`config.mk`:
```
export PLATFORM = sky130hd
export DESIGN_NAME = pwm_ramp_ctrl_flat
export DESIGN_NICKNAME = d
export VERILOG_FILES = /design/src/rtl/pwm_ramp_ctrl_if.sv /design/src/rtl/pwm_ramp_ctrl.sv /design/src/flat_wrapper.sv
export SDC_FILE = /design/constraint.sdc
export NUM_CORES = 1
export LEC_CHECK = 0
export CORE_ASPECT_RATIO = 1.25
export CORE_MARGIN = 4
export CORE_UTILIZATION = 30
export DETAILED_ROUTE_END_ITERATION = 10
export PLACE_DENSITY_LB_ADDON = 0.08
export REMOVE_ABC_BUFFERS = 1
export SLEW_MARGIN = 5
export SYNTH_ARGS = -nofsm -noshare
export SYNTH_HDL_FRONTEND = slang
export SYNTH_SLANG_ARGS = --single-unit
```
`constraint.sdc`:
```
create_clock -name clk -period 11.95 [get_ports clk]
set_input_delay 1.7925 -clock clk [delete_from_list [all_inputs] [get_ports clk]]
set_output_delay 1.7925 -clock clk [all_outputs]
set_load 0.02 [all_outputs]
```
`src/rtl/pwm_ramp_ctrl_if.sv`:
```
// Bundles the ramp controller's command, configuration and status signals.
// master drives start/stop/config; slave is the controller itself.
interface pwm_ramp_ctrl_if #(
    parameter int PER_W = 16
);
    logic              start;
    logic              stop;
    logic [26:0]       cfg_top;
    logic [26:0]       cfg_cmp_start;
    logic [26:0]       cfg_cmp_end;
    logic [26:0]       cfg_step;
    logic [PER_W-1:0]  cfg_periods;
    logic [31:0]       top_out;
    logic [31:0]       cmp_out;
    logic              busy;
    logic              holding;
    logic              done;

    modport master (
        output start, stop, cfg_top, cfg_cmp_start, cfg_cmp_end, cfg_step, cfg_periods,
        input  top_out, cmp_out, busy, holding, done
    );

    modport slave (
        input  start, stop, cfg_top, cfg_cmp_start, cfg_cmp_end, cfg_step, cfg_periods,
        output top_out, cmp_out, busy, holding, done
    );
endinterface

```
`src/rtl/pwm_ramp_ctrl.sv`:
```
// PWM compare ramp controller. Drives an external PWM counter's top and
// compare inputs, stepping the compare value from a start value toward an
// end value once every N PWM periods, then holding at the end value.
// An internal phase counter tracks the external counter so compare updates
// land only at period boundaries.
module pwm_ramp_ctrl #(
    parameter int PER_W = 16
) (
    input  logic               clk,
    input  logic               rst,
    pwm_ramp_ctrl_if.slave     bus
);

    localparam logic [1:0] ST_IDLE = 2'd0;
    localparam logic [1:0] ST_RAMP = 2'd1;
    localparam logic [1:0] ST_HOLD = 2'd2;

    localparam logic [PER_W-1:0] PER_ONE  = {{(PER_W-1){1'b0}}, 1'b1};
    localparam logic [26:0]      STEP_ONE = 27'd1;

    logic [1:0]       state_q,   state_d;
    logic             en_q,      en_d;
    logic [26:0]      top_q,     top_d;
    logic [26:0]      cmp_q,     cmp_d;
    logic [26:0]      end_q,     end_d;
    logic [26:0]      step_q,    step_d;
    logic [PER_W-1:0] periods_q, periods_d;
    logic             dir_up_q,  dir_up_d;
    logic [26:0]      phase_q,   phase_d;
    logic [PER_W-1:0] per_cnt_q, per_cnt_d;
    logic             busy_q,    busy_d;
    logic             holding_q, holding_d;
    logic             done_q,    done_d;

    logic             period_end;
    logic [27:0]      up_sum;
    logic [27:0]      down_limit;
    logic [26:0]      cmp_stepped;

    // One clamped step toward the end value, done in 28 bits so neither
    // direction can wrap past 0 or the 27-bit maximum.
    always_comb begin
        up_sum      = {1'b0, cmp_q} + {1'b0, step_q};
        down_limit  = {1'b0, end_q} + {1'b0, step_q};
        cmp_stepped = end_q;
        if (dir_up_q) begin
            if (up_sum < {1'b0, end_q}) begin
                cmp_stepped = up_sum[26:0];
            end
        end else begin
            if ({1'b0, cmp_q} > down_limit) begin
                cmp_stepped = cmp_q - step_q;
            end
        end
    end

    // Next-state logic: stop beats start, start is only honoured outside RAMP.
    always_comb begin
        state_d    = state_q;
        en_d       = en_q;
        top_d      = top_q;
        cmp_d      = cmp_q;
        end_d      = end_q;
        step_d     = step_q;
        periods_d  = periods_q;
        dir_up_d   = dir_up_q;
        phase_d    = phase_q;
        per_cnt_d  = per_cnt_q;
        busy_d     = busy_q;
        holding_d  = holding_q;
        done_d     = 1'b0;

        period_end = (phase_q == top_q);

        // Phase free-runs whenever the counter is enabled, wrapping at top.
        if (state_q != ST_IDLE) begin
            phase_d = period_end ? 27'd0 : phase_q + STEP_ONE;
        end

        if (bus.stop) begin
            state_d   = ST_IDLE;
            en_d      = 1'b0;
            top_d     = '0;
            cmp_d     = '0;
            end_d     = '0;
            step_d    = '0;
            periods_d = '0;
            dir_up_d  = 1'b0;
            phase_d   = '0;
            per_cnt_d = '0;
            busy_d    = 1'b0;
            holding_d = 1'b0;
        end else if (bus.start && (state_q != ST_RAMP)) begin
            state_d   = ST_RAMP;
            en_d      = 1'b1;
            top_d     = bus.cfg_top;
            cmp_d     = bus.cfg_cmp_start;
            end_d     = bus.cfg_cmp_end;
            step_d    = (bus.cfg_step == '0) ? STEP_ONE : bus.cfg_step;
            periods_d = (bus.cfg_periods == '0) ? PER_ONE : bus.cfg_periods;
            dir_up_d  = (bus.cfg_cmp_end >= bus.cfg_cmp_start);
            phase_d   = '0;
            per_cnt_d = '0;
            busy_d    = 1'b1;
            holding_d = 1'b0;
        end else if ((state_q == ST_RAMP) && period_end) begin
            if (per_cnt_q == (periods_q - PER_ONE)) begin
                per_cnt_d = '0;
                if (cmp_q == end_q) begin
                    state_d   = ST_HOLD;
                    busy_d    = 1'b0;
                    holding_d = 1'b1;
                    done_d    = 1'b1;
                end else begin
                    cmp_d = cmp_stepped;
                end
            end else begin
                per_cnt_d = per_cnt_q + PER_ONE;
            end
        end
    end

    // State and output registers; reset returns everything to IDLE at once.
    always_ff @(posedge clk or posedge rst) begin
        if (rst) begin
            state_q   <= ST_IDLE;
            en_q      <= 1'b0;
            top_q     <= '0;
            cmp_q     <= '0;
            end_q     <= '0;
            step_q    <= '0;
            periods_q <= '0;
            dir_up_q  <= 1'b0;
            phase_q   <= '0;
            per_cnt_q <= '0;
            busy_q    <= 1'b0;
            holding_q <= 1'b0;
            done_q    <= 1'b0;
        end else begin
            state_q   <= state_d;
            en_q      <= en_d;
            top_q     <= top_d;
            cmp_q     <= cmp_d;
            end_q     <= end_d;
            step_q    <= step_d;
            periods_q <= periods_d;
            dir_up_q  <= dir_up_d;
            phase_q   <= phase_d;
            per_cnt_q <= per_cnt_d;
            busy_q    <= busy_d;
            holding_q <= holding_d;
            done_q    <= done_d;
        end
    end

    assign bus.top_out = {en_q, 4'b0000, top_q};
    assign bus.cmp_out = {5'b00000, cmp_q};
    assign bus.busy    = busy_q;
    assign bus.holding = holding_q;
    assign bus.done    = done_q;

endmodule

```
`src/flat_wrapper.sv`:
```
// flat-port wrapper written by rule: the top's interface ports become plain ports
module pwm_ramp_ctrl_flat 
#(
    parameter int PER_W = 16
)
  (clk, rst, bus_start, bus_stop, bus_cfg_top, bus_cfg_cmp_start, bus_cfg_cmp_end, bus_cfg_step, bus_cfg_periods, bus_top_out, bus_cmp_out, bus_busy, bus_holding, bus_done);
  pwm_ramp_ctrl_if #(.PER_W(PER_W)) bus_i ();
  input  logic clk;
  input  logic rst;
  input wire logic [$bits(bus_i.start)-1:0] bus_start;
  input wire logic [$bits(bus_i.stop)-1:0] bus_stop;
  input wire logic [$bits(bus_i.cfg_top)-1:0] bus_cfg_top;
  input wire logic [$bits(bus_i.cfg_cmp_start)-1:0] bus_cfg_cmp_start;
  input wire logic [$bits(bus_i.cfg_cmp_end)-1:0] bus_cfg_cmp_end;
  input wire logic [$bits(bus_i.cfg_step)-1:0] bus_cfg_step;
  input wire logic [$bits(bus_i.cfg_periods)-1:0] bus_cfg_periods;
  output wire logic [$bits(bus_i.top_out)-1:0] bus_top_out;
  output wire logic [$bits(bus_i.cmp_out)-1:0] bus_cmp_out;
  output wire logic [$bits(bus_i.busy)-1:0] bus_busy;
  output wire logic [$bits(bus_i.holding)-1:0] bus_holding;
  output wire logic [$bits(bus_i.done)-1:0] bus_done;
  assign bus_i.start = bus_start;
  assign bus_i.stop = bus_stop;
  assign bus_i.cfg_top = bus_cfg_top;
  assign bus_i.cfg_cmp_start = bus_cfg_cmp_start;
  assign bus_i.cfg_cmp_end = bus_cfg_cmp_end;
  assign bus_i.cfg_step = bus_cfg_step;
  assign bus_i.cfg_periods = bus_cfg_periods;
  assign bus_top_out = bus_i.top_out;
  assign bus_cmp_out = bus_i.cmp_out;
  assign bus_busy = bus_i.busy;
  assign bus_holding = bus_i.holding;
  assign bus_done = bus_i.done;
  pwm_ramp_ctrl #(.PER_W(PER_W)) u_core (.clk(clk), .rst(rst), .bus(bus_i));
endmodule
```
## After elaboration in Yosys (flattened, before gate mapping)

Cells that the tools add are included.

| storage, ports and cells | value |
|---|---|
| register bits after elaboration | 174 |
| bits of input ports | 128 |
| output and inout port bits | 67 |
| word-level logic and storage cells | 90 |

| operators by class | value |
|---|---|
| add/subtract/negate cells | 6 |
| $lt $le $gt $ge | 3 |
| eq/ne operators | 6 |
| muxes and demuxes | 50 |
| reductions and logical operators | 12 |

Operators with widths:

| cell | number |
|---|---|
| $mux 27 | 19 |
| $mux 16 | 7 |
| $add 27x27->28 | 2 |
| $eq 27x27->1 | 2 |
| $gt 27x28->1 | 1 |
| $lt 28x27->1 | 1 |
| $add 27x1->27 const B | 1 |
| $ge 27x27->1 | 1 |
| $logic_not 27->1 | 1 |
| $sub 27x27->27 | 1 |
| $mux 1 | 19 |
| $add 16x1->16 const B | 1 |
| $eq 16x16->1 | 1 |
| $logic_not 16->1 | 1 |
| $sub 16x1->16 const B | 1 |
| $reduce_bool 3->1 | 4 |
| $mux 2 | 5 |
| $reduce_and 3->1 | 2 |
| $reduce_bool 2->1 | 2 |
| $ne 3x2->1 const B | 1 |
| $eq 2x1->1 const B | 1 |
| $logic_and 1x1->1 | 2 |
| $ne 2x1->1 const B | 1 |

## Depth between registers and ports, before layout

| depth | value |
|---|---|
| word-level depth | 9 |
| depth in mapped cells | 22 |
| mapped depth without buffers | 21 |

## Worst setup path before layout

Ideal clock, no wire load.

| timing | value |
|---|---|
| path type | register to register |
| from | register u_core.end_q[11] |
| to | register u_core.cmp_q[12] |
| library setup time | 0.129 ns |
| arrival | 5.029 ns |
| required time | 11.821 ns |
| setup slack | 6.792 ns |
| cell stages (with the launch flop) | 22 |
| buffers on the path | 1 |
| clock period less this slack | 5.158 ns |
| cell sequence | dfrtp_1 -> ha_1 -> a211oi_1 -> nor2_1 -> o41ai_1 -> o2111ai_1 -> o21ai_0 -> o211ai_1 -> a31o_2 -> a21oi_1 -> xor2_1 -> ha_1 -> and3_1 -> nand2_1 -> or4_1 -> o21bai_1 -> a211oi_1 -> and2_1 -> clkbuf_1 -> nor2_1 -> a221oi_1 -> a21oi_1 |

| between the ends | value |
|---|---|
| word-level cells in the longest chain between the ends | 9 |
| elaborated cells on any way between the ends | 14 |
| classes of those cells | add/sub (1); order compare (2); eq/ne (2); mux (8); reduce/logical (1) |

Ends and longest elaborated chain:

| item | line | source |
|---|---|---|
| start, declared | pwm_ramp_ctrl.sv:25 | `logic [26:0] end_q, end_d;` |
| start signal, assigned | pwm_ramp_ctrl.sv:144 | `end_q <= end_d;` |
| $add 27x27->28 | pwm_ramp_ctrl.sv:44 | `down_limit = {1'b0, end_q} + {1'b0, step_q};` |
| $gt 27x28->1 | pwm_ramp_ctrl.sv:51 | `if ({1'b0, cmp_q} > down_limit) begin` |
| $mux 27 | pwm_ramp_ctrl.sv:51 |  |
| $mux 27 | pwm_ramp_ctrl.sv:46 | `if (dir_up_q) begin` |
| $mux 27 | pwm_ramp_ctrl.sv:109 | `if (cmp_q == end_q) begin` |
| $mux 27 | pwm_ramp_ctrl.sv:107 | `if (per_cnt_q == (periods_q - PER_ONE)) begin` |
| $mux 27 | pwm_ramp_ctrl.sv:106 | `end else if ((state_q == ST_RAMP) && period_end) begin` |
| $mux 27 | pwm_ramp_ctrl.sv:93 | `end else if (bus.start && (state_q != ST_RAMP)) begin` |
| $mux 27 | pwm_ramp_ctrl.sv:80 | `if (bus.stop) begin` |
| end signal, assigned | pwm_ramp_ctrl.sv:143 | `cmp_q <= cmp_d;` |
| end, declared | pwm_ramp_ctrl.sv:24 | `logic [26:0] cmp_q, cmp_d;` |

Several ways; a longest one is shown, not always the timed one. The select of a mux whose other input is x is not followed.
A chain may end at the register's enable or synchronous reset.

## Worst setup path after layout

| timing | value |
|---|---|
| from | register u_core.end_q[0] |
| to | register u_core.cmp_q[0] |

The elaborated chain is that of the path after synthesis.

==> impl_metrics.yaml <==
status:
  status: "finished clean"
floorplanning:
  fp.dieW_um: 210
  placementRows: 92
  die_y_um: 260
  die_area_um2: 54600
  start_util_pct: 30.3
  num_io_pins: 195
  coreArea_um2: 50400
timing:
  max_freq_mhz: 134
  maxSlewViolCount: 0
  period_share_pct: 62.4
  rsz0062_at_grt: "false"
  finalHoldViolations: 0
  worst_slew_margin_rel_pct: 18.2
  worstMarginPinSlew_ns: 1.22
  fin_skew_ns: 0.0122
  tns_ns: 0
  setup_viol: 0
  period_minus_slack_ns: 7.45
detailed_routing:
  viasPerCell: 5.42
  dr_wl_met3_um: 2990
  antenna_left: 0
  first_iter_violations: 896
  drc: 0
  drt_pass1_iterations: 5
  wl_met2_um: 31300
  wl_per_cell_um: 23.0
  drt-total-wl_um: 63100
  wl_met1_um: 25200
  vias: 14838
  top_layer_used: "met5"
clock_network:
  htree_levels: 4
  cts_buffers: 17
  cts_resized: 0
  clk_pin_slew_ns: 0.08
  worstSkewPairLatency_ns: 0.50
  cts_sinks: 172
  postCtsSetupRepairBufs: 0
  cts-hold-fix-buffers: 0
  cts_buffer_depth: 2
  root_buffer: "clkbuf_16"
  cts_tree: "built"
yosys:
  ys_ff_latch: 172
  ys_types: 76
  synth-main-ff-cell: "dfrtp_1"
  synth_area_per_cell_um2: 7.91
  synth-seq-area-share_pct: 28.2
  syn_inst: 1931
  synth_edf_count: 0
  netlist_area_um2: 15300
  async_reset_ff_share_pct: 100
  yosys_warnings: 0
worst_setup_path:
  critPathTopFamily: "compound AO/OA/AOI/OAI gates"
  crit_arrival_ns: 7.85
  cp.buffers_inverters: 1
  reg2regPathDepth: 22
  crit_required_ns: 12.35
  r2r-start: "u_core.end_q[0]"
  end_kind: "flip-flop"
  r2r-end: "u_core.cmp_q[0]"
  critPathMaxStageDelay_ns: 0.91
  crit_path_cell_trace: "ha_1 > fa_1 > a21oi_1 > o21ai_0 > nand4_1 > a2111oi_1 > o21ai_0 > o211ai_1 > a31o_2 > a21oi_1 > xor2_1 > ha_1 > and3_1 > nand2_1 > or4_1 > o21bai_1 > a211o_1 > o21ai_1 > buf_4 > nor2_1 > a211o_1 > a311oi_1"
  cpMaxStageDelayCell: "a2111oi_1"
  start_kind: "flip-flop"
  cp_max_fo: 14
  critPathKind: "flip-flop to flip-flop"
  r2r_slack_ns: 4.50
global_routing:
  overflow: 0
  grt_pass1_wl_um: 95000
  grt.total_usage_pct: 23.0
  antenna_found_initial: 7
  grt_pass1_vias: 15039
  grt_max_degree: 74
place:
  numPortBuffers: 185
  numPlacedInstances: 2703
  dp_hpwl_um: 49600
  place.gp.congestion: 0.929
layout:
  instances_no_fill: 2738
  fin_nets: 2358
  final_common_cell: "nand2_1"
  layout_common_cells: "nand2_1 (281), a21oi_1 (185), clkdlybuf4s50_1 (184)"
  area_growth_pct: 20.1
  drive_gt1_share_pct: 3.80
worst_hold_path:
  worstHoldStart: "u_core.en_q"
  hold_path_end: "u_core.en_q"
  min_path_type: "flip-flop to flip-flop"
  min_delay_path_depth: 2
power:
  pwr-share-clk_pct: 30.6
  pwr-share-seq_pct: 32.5
  p_int_mw: 1.25
  leakagePower_nw: 7.85
  pwr-share-comb_pct: 36.9
  p_per_area_nw_per_um2: 111
  p_sw_share_pct: 39.1
  irDropWorstVdd_v: 0.0000828
  p_sw_uw: 798
job:
  drv_cap: 0
==> Yosys cell counts (all sizes together), types with 6 or more instances <==
master,number,share of area (%)
a2111oi,7,0.40
a211oi,23,1.1
a21o,20,0.98
a21oi,185,6.1
a221oi,14,0.80
a22oi,13,0.64
a31oi,23,0.94
a41oi,6,0.39
and2,6,0.25
and3,13,0.53
buf,19,0.82
clkbuf,77,1.9
dfrtp,172,28
ha,163,13
inv,128,3.1
nand2,282,6.9
nand2b,14,0.57
nand3,46,1.5
nand4,36,1.5
nor2,145,3.6
nor2b,22,0.90
nor3,35,1.2
nor3b,9,0.44
nor4,28,1.2
o2111ai,7,0.40
o211ai,18,0.89
o21a,11,0.54
o21ai,95,3.1
o21bai,14,0.69
o221ai,9,0.52
o22ai,6,0.25
o31ai,18,0.89
o41ai,6,0.34
or2,11,0.45
or3,12,0.49
xnor2,83,4.8
xor2,85,4.9
==> cell type report <==
| type | instances | area (um2) |
|---|---|---|
| multi-input combinational | 1543 | 10100 |
| inverter | 128 | 485 |
| antenna | 3 | 7.51 |
| clock inverter | 12 | 175 |
| clock buffer | 20 | 447 |
| tap | 658 | 823 |
| fill | 5395 | 32100 |
| sequential | 172 | 4300 |
| timing repair buffer | 202 | 1980 |
==> power by group through the flow <==
stage,sequential [mW],combinational [mW],clock [mW]
after global placement,0.675,0.753,0
after global routing,0.668,0.827,0.668
after detailed placement,0.676,0.750,0
final,0.664,0.755,0.625
after floorplan,0.669,0.451,0
after CTS,0.664,0.755,0.647
==> metal layers <==
| layer | vias up | global-route usage [%] |
|---|---|---|
| li1 | 7133 | - |
| met1 | 7163 | 26.7 |
| met2 | 418 | 40.0 |
| met3 | 116 | 4.72 |
| met4 | 8 | 12.0 |
| met5 | - | 0 |
==> worst max-delay path by stage <==
| stage | depth (start not counted) | from | to | slack (ns) |
|---|---|---|---|---|
| after floorplan | 1 | rst | u_core.bus.done | 5.50 |
| after global placement | 22 | u_core.end_q[0] | u_core.cmp_q[0] | 4.67 |
| after detailed placement | 22 | u_core.end_q[0] | u_core.cmp_q[0] | 4.54 |
| after CTS | 22 | u_core.end_q[0] | u_core.cmp_q[0] | 4.52 |
| after global routing | 22 | u_core.end_q[0] | u_core.cmp_q[0] | 4.16 |
| final | 22 | u_core.end_q[0] | u_core.cmp_q[0] | 4.50 |
==> worst reg2reg max path, stage by stage (launching register included) <==
cell and delay [ns]:
dfrtp_1 0.43, ha_1 0.26, fa_1 0.24, a21oi_1 0.10, o21ai_0 0.38, nand4_1 0.25, a2111oi_1 0.91, o21ai_0 0.35
o211ai_1 0.29, a31o_2 0.19, a21oi_1 0.07, xor2_1 0.15, ha_1 0.30, and3_1 0.18, nand2_1 0.08, or4_1 0.59
o21bai_1 0.21, a211o_1 0.63, o21ai_1 0.80, buf_4 0.37, nor2_1 0.06, a211o_1 0.27, a311oi_1 0.27
==> kinds of logic (layout without fill, tap and decap cells) <==
kind of cell | after synthesis | after routing | synth area share (%)
xor gates and xnor gates | 168 | 168 | 9.64
and+or+nand+nor | 676 | 676 | 20.6
AOI/OAI and AO/OA | 520 | 520 | 21.7
other | 1 | 12 | 0.0246
DFF | 172 | 172 | 28.2
adders and majority gates | 166 | 166 | 13.8
muxes | 4 | 4 | 0.279
buffers and inverters | 224 | 362 | 5.86
==> registers in the layout, indices dropped and copies added, names as in the netlist, 16 cells and up <==
name              flops
u_core.cmp_q         27
u_core.periods_q     16
u_core.per_cnt_q     16
u_core.top_q         27
u_core.step_q        27
u_core.end_q         27
u_core.phase_q       27
==> through the flow <==
step                      power [mW]  cell area [um2]  setup slack [ns]  util (%)  hold WS [ns]
after floorplan                 1.12            14900              5.50         -         0.500
after global routing            2.16            18300              4.16      36.4         0.556
after detailed placement        1.43            17700              4.54      35.1         0.509
after global placement          1.43            17700              4.67      35.1         0.491
after CTS                       2.07            18300              4.52      36.4         0.519
final                           2.04            18300              4.50      36.4         0.509
Power figures use the tool's default switching activity.
